--- src/rtl/regfile_pkg.sv ---
// -----------------------------------------------------------------------------
// regfile_pkg
// Shared constants for the register file and its read-port scheduler.
//   REG_COUNT  : number of architectural registers
//   ADDR_WIDTH : register index width
//   DATA_WIDTH : register data width
//   ZERO_REG   : index of the hard-wired zero register
// -----------------------------------------------------------------------------
package regfile_pkg;

    localparam int REG_COUNT  = 32;
    localparam int ADDR_WIDTH = 5;
    localparam int DATA_WIDTH = 32;
    localparam int ZERO_REG   = 0;

endpackage : regfile_pkg

--- src/rtl/regfile_read_scheduler_rr_arbiter.sv ---
// -----------------------------------------------------------------------------
// rr_arbiter
// Purely combinational round-robin arbiter. Scans requesters starting at
// i_ptr and wrapping modulo NUM_REQ; the first active request wins.
//   i_req       : per-requester request vector
//   i_ptr       : index with highest priority this cycle
//   i_enable    : when low no grant is produced
//   o_grant     : one-hot grant
//   o_grant_idx : index of the granted requester (0 when none)
//   o_grant_vld : a grant was produced this cycle
// -----------------------------------------------------------------------------
module rr_arbiter
    import regfile_pkg::*;
#(
    parameter int NUM_REQ = 4,
    localparam int IDW    = $clog2(NUM_REQ)
) (
    input  logic [NUM_REQ-1:0] i_req,
    input  logic [IDW-1:0]     i_ptr,
    input  logic               i_enable,
    output logic [NUM_REQ-1:0] o_grant,
    output logic [IDW-1:0]     o_grant_idx,
    output logic               o_grant_vld
);

    always_comb begin
        int idx;
        o_grant     = '0;
        o_grant_idx = '0;
        o_grant_vld = 1'b0;
        idx         = 0;
        for (int k = 0; k < NUM_REQ; k++) begin
            idx = (int'(i_ptr) + k) % NUM_REQ;
            // Only the first hit in scan order may claim the grant.
            if (i_enable && !o_grant_vld && i_req[IDW'(idx)]) begin
                o_grant_vld          = 1'b1;
                o_grant_idx          = IDW'(idx);
                o_grant[IDW'(idx)]   = 1'b1;
            end
        end
    end

endmodule : rr_arbiter

--- src/rtl/regfile_read_scheduler.sv ---
// -----------------------------------------------------------------------------
// regfile_read_scheduler
// Shares the register file's single read-select mux among NUM_REQ
// requesters. Two-stage valid/ready pipeline:
//   stage 1 : registered mux select (mux_select) plus owner id
//   stage 2 : captured read data (resp_data) plus owner id
//
// Ports
//   clock, reset : clock and asynchronous active-high reset
//   req_valid    : per-requester read request
//   req_addr     : packed register indices, requester i at [i*ADDR_WIDTH +: ADDR_WIDTH]
//   req_ready    : one-hot grant (accept = req_valid[i] & req_ready[i])
//   mux_select   : registered select driven to the external read mux
//   mux_data     : combinational read-mux output
//   resp_valid   : response available
//   resp_ready   : consumer accepts response
//   resp_id      : requester index that owns resp_data
//   resp_data    : captured register value (register 0 always reads zero)
// -----------------------------------------------------------------------------
module regfile_read_scheduler #(
    parameter int NUM_REQ    = 4,
    parameter int ADDR_WIDTH = regfile_pkg::ADDR_WIDTH,
    parameter int DATA_WIDTH = regfile_pkg::DATA_WIDTH,
    localparam int IDW       = $clog2(NUM_REQ)
) (
    input  logic                          clock,
    input  logic                          reset,
    input  logic [NUM_REQ-1:0]            req_valid,
    input  logic [NUM_REQ*ADDR_WIDTH-1:0] req_addr,
    output logic [NUM_REQ-1:0]            req_ready,
    output logic [ADDR_WIDTH-1:0]         mux_select,
    input  logic [DATA_WIDTH-1:0]         mux_data,
    output logic                          resp_valid,
    input  logic                          resp_ready,
    output logic [IDW-1:0]                resp_id,
    output logic [DATA_WIDTH-1:0]         resp_data
);

    import regfile_pkg::*;

    // The zero register is hard-wired; ignore whatever the mux returns for it.
    function automatic logic [DATA_WIDTH-1:0] read_value(
        input logic [ADDR_WIDTH-1:0] sel,
        input logic [DATA_WIDTH-1:0] raw
    );
        return (sel == ADDR_WIDTH'(ZERO_REG)) ? '0 : raw;
    endfunction

    logic                  r_vld_p1;
    logic [ADDR_WIDTH-1:0] r_sel_p1;
    logic [IDW-1:0]        r_id_p1;
    logic [IDW-1:0]        r_ptr;
    logic                  r_vld_p2;
    logic [IDW-1:0]        r_id_p2;
    logic [DATA_WIDTH-1:0] r_data_p2;

    logic                  w_adv1;
    logic                  w_adv2;
    logic                  w_enable;
    logic [NUM_REQ-1:0]    w_grant;
    logic [IDW-1:0]        w_grant_idx;
    logic                  w_grant_vld;
    logic [ADDR_WIDTH-1:0] w_addr [NUM_REQ];
    logic [IDW-1:0]        w_ptr_next;

    for (genvar g = 0; g < NUM_REQ; g++) begin : g_addr
        assign w_addr[g] = req_addr[g*ADDR_WIDTH +: ADDR_WIDTH];
    end

    assign w_adv2   = !r_vld_p2 || resp_ready;
    assign w_adv1   = !r_vld_p1 || w_adv2;
    // Grant is suppressed while reset is held so req_ready reads zero.
    assign w_enable = w_adv1 && !reset;

    assign w_ptr_next = (w_grant_idx == IDW'(NUM_REQ - 1)) ? '0 : w_grant_idx + 1'b1;

    rr_arbiter #(
        .NUM_REQ (NUM_REQ)
    ) u_arb (
        .i_req       (req_valid),
        .i_ptr       (r_ptr),
        .i_enable    (w_enable),
        .o_grant     (w_grant),
        .o_grant_idx (w_grant_idx),
        .o_grant_vld (w_grant_vld)
    );

    // ---- stage 0 -> 1 : grant registers the select and owner ----
    always_ff @(posedge clock or posedge reset) begin
        if (reset) begin
            r_vld_p1 <= 1'b0;
            r_sel_p1 <= '0;
            r_id_p1  <= '0;
            r_ptr    <= '0;
        end else if (w_adv1) begin
            r_vld_p1 <= w_grant_vld;
            if (w_grant_vld) begin
                r_sel_p1 <= w_addr[w_grant_idx];
                r_id_p1  <= w_grant_idx;
                r_ptr    <= w_ptr_next;
            end
        end
    end

    // ---- stage 1 -> 2 : capture mux output into the response ----
    always_ff @(posedge clock or posedge reset) begin
        if (reset) begin
            r_vld_p2  <= 1'b0;
            r_id_p2   <= '0;
            r_data_p2 <= '0;
        end else if (w_adv2) begin
            r_vld_p2 <= r_vld_p1;
            if (r_vld_p1) begin
                r_id_p2   <= r_id_p1;
                r_data_p2 <= read_value(r_sel_p1, mux_data);
            end
        end
    end

    assign req_ready  = w_grant;
    assign mux_select = r_sel_p1;
    assign resp_valid = r_vld_p2;
    assign resp_id    = r_id_p2;
    assign resp_data  = r_data_p2;

endmodule : regfile_read_scheduler

--- config.mk ---
export PLATFORM = sky130hd
export DESIGN_NAME = regfile_read_scheduler
export DESIGN_NICKNAME = d
export VERILOG_FILES = /design/src/rtl/regfile_pkg.sv /design/src/rtl/regfile_read_scheduler_rr_arbiter.sv /design/src/rtl/regfile_read_scheduler.sv
export SDC_FILE = /design/constraint.sdc
export NUM_CORES = 1
export LEC_CHECK = 0
export ABC_AREA = 1
export BUFFER_PORTS_ARGS = -buffer_cell sky130_fd_sc_hd__buf_2
export CAP_MARGIN = 20
export CORE_ASPECT_RATIO = 1.2
export CORE_MARGIN = 2
export CORE_UTILIZATION = 40
export CTS_BUF_LIST = sky130_fd_sc_hd__clkbuf_8
export CTS_CLUSTER_DIAMETER = 200
export DETAILED_ROUTE_END_ITERATION = 6
export HOLD_SLACK_MARGIN = 0.1
export PLACE_DENSITY = 0.68
export SYNTH_ARGS = -nofsm -noshare
export SYNTH_HDL_FRONTEND = slang
export SYNTH_SLANG_ARGS = --single-unit
--- constraint.sdc ---
create_clock -name clock -period 4 [get_ports clock]
set_input_delay 0.8 -clock clock [delete_from_list [all_inputs] [get_ports clock]]
set_output_delay 0.8 -clock clock [all_outputs]
set_load 0.05 [all_outputs]
==> summary.txt <==
Routing
  • Number of vias per cell: between 4 and 5
  • Final wirelength: ~6700 µm
  • Vias: roughly 2,600
  • Remaining antenna violation count: 0
  • DR WL/cell: about 13 µm
  • Initial DRT Pass Iterations: 4
  • Initial DRC Count: 87
  • DRC errors left: 0

Global route
  • Largest net degree at the start of global routing: 46
  • Grt total ovfl: 0
  • Vias in the first global route: roughly 2,500
  • Antenna violations before repair: 0
  • GRT Util Overall: 0.1921
  • First-pass GRT wire length: roughly 11,000 µm

CTS
  • Clk sinks: 45
  • # H-tree levels: 2
  • CTS Hold Bufs: 0
  • Root buf cell: clkbuf_8
  • Clk buf depth: 2
  • Setup bufs post-CTS: 0
  • CTS tree: done
  • TritonCTS buffer count: 5
  • Resize count post-CTS: 0
  • Worst-skew pair later-pin latency: about 290 ps
  • Clk pin slew, worst setup/hold paths: around 80 ps

Layout
  • Area growth, synth to finish: 25.98%
  • Nets: between 500 and 600
  • Diode count: 0
  • Post-Layout Cell Count: around 530
  • Layout fillers: around 630
  • Share of cells above drive strength 1: 0.3281
  • Most common cell after layout, fill and taps aside: nand2_1
  • Most frequent cells in the layout: 126 x nand2_1, 102 x buf_2, 70 x nand3_1, 45 x dfrtp_1, 28 x inv_1

Floorplanning
  • Die width: between 70 and 80 µm
  • Core box area: around 0.0064 mm²
  • Ports: 103
  • Die H: ~90 µm
  • Starting density of the core: 0.4078
  • Row count: 32
  • Die area: roughly 0.0072 mm²

Synthesis
  • Mapped Cells: ~340
  • EDFF count, synth: 0
  • Syn Nets: between 400 and 500
  • Number of distinct library cells after synthesis: 28
  • Synthesized area per cell: roughly 7.6 µm²
  • Mapped Area: about 0.0026 mm²
  • Primary FF master, synth: dfrtp_1
  • Async set-reset flop share out of synthesis: 1.000
  • Yosys warning count: 0
  • Seq/Total Area, Yosys: 0.4337
  • Number of synthesized register bits: 45

Timing
  • Min Tclk post-route: between 3000 and 4000 ps
  • Achievable Freq: 276.4 MHz
  • Relative slew slack: 0.3380
  • Final Max Tran Viols: 0
  • RSZ-0062 raised after global routing: no
  • Final Hold Fails: 0
  • Slew @ Worst Pin: 991.9 ps
  • Accumulated negative setup slack: 0 ps
  • Final period utilization: 0.9045
  • Final WS setup: roughly 380 ps
  • Layout Skew: 10.02 ps
  • Final number of setup-violating endpoints: 0

Outcome
  • Status: finished clean

Worst setup path
  • Critical path arrival: 2820 ps
  • Worst setup EP type: primary output
  • Crit start category: flip-flop
  • Required @ worst endpoint: 3200 ps
  • Peak fanout along the critical path: 13
  • Crit path kind: flip-flop to primary output

Placed design
  • Dpl cells: slightly above 500
  • Gpl congestion: ~0.89
  • PortBufs: 102
  • Half-perimeter wire length after placement: 4862 µm
  • Worst slack, placed: 712.4 ps

Worst hold path
  • Min-Delay Path Class: flip-flop to flip-flop

Flow run
  • Max Cap Violations: 0
-- metal layers --
layer  global-route usage  routed length [µm]
met5                    0                   0
met4              0.07143                 219
met3              0.02854                 247
met2               0.3449                3366
met1               0.2310                2821
-- worst max-delay path, stage by stage, from the launching register on --
cell	delay (ps)
dfrtp_1	570
inv_1	270
ha_1	460
inv_1	140
nand3_2	80
nand2_2	90
inv_2	60
o21bai_4	140
nand3_2	120
inv_1	130
nand3_1	80
o2111ai_1	90
buf_2	300
-- path summary, 6_finish.rpt --
path | startpoint | to | slack, ps | cells past startpoint
setup / recovery | r_ptr[1] | req_ready[3] | 380 | 12
hold / removal | resp_data[11] | resp_data[11] | 480 | 2
setup reg to reg | r_ptr[1] | mux_select[3] | 1160 | 14
max in group asynchronous | reset | r_ptr[1] | 2950 | 3
min in group asynchronous | reset | resp_data[2] | 680 | 3
hold reg to reg | resp_data[11] | resp_data[11] | 480 | 2
-- layout make-up --
type	count	area (µm²)	share of cell area
clock inverter	2	13.76	0.004208
multi-input combinational	251	1271	0.3887
tap	85	106.4	0.03252
sequential	45	1126	0.3443
clock buffer	6	82.58	0.02525
inverter	33	130.1	0.03979
timing repair buffer	105	540.5	0.1653
-- stage by stage --
step	utilization	hold WS, ps	cell area (µm²)
global route	0.5138	504.3	3271
detailed placement	0.4963	459.7	3159
global placement	0.4963	458.3	3159
CTS	0.5114	483.0	3256
finish	0.5138	478.3	3271
floorplan	-	501.5	2600
-- flip-flops by register name (all words and copies together), names as in the netlist --
register    flops
mux_select      5
r_id_p1         2
r_ptr           2
r_vld_p1        1
resp_data      32
resp_id         2
resp_valid      1
-- synth_stat cells, types with 3 or more instances --
cell / instances / area, µm²
nand2_1: 126 / 473.0
nand3_1: 70 / 350.3
dfrtp_1: 45 / 1126
inv_1: 29 / 108.9
nand2_2: 12 / 75.07
clkbuf_1: 8 / 30.03
ha_1: 8 / 100.1
nand3_2: 7 / 70.07
o21ai_0: 6 / 30.03
inv_2: 3 / 11.26
nand4_1: 3 / 18.77
nor2_1: 3 / 11.26
nor2_2: 3 / 18.77
nor2_4: 3 / 33.78
-- kinds of logic (layout without fill, tap and decap cells) --
family	after synthesis	after routing	share of synthesized area
AND/OR/NAND/NOR	229	229	0.4116
buffers and inverters	47	146	0.07663
flip-flops	45	45	0.4337
AO/OA/AOI/OAI	13	13	0.03615
adder cells (fa/ha/maj)	8	8	0.03856
XOR/XNOR	1	1	0.003374
Power is not shown: default switching activity piles up to over one toggle a cycle in this logic, so the estimate is an artifact.
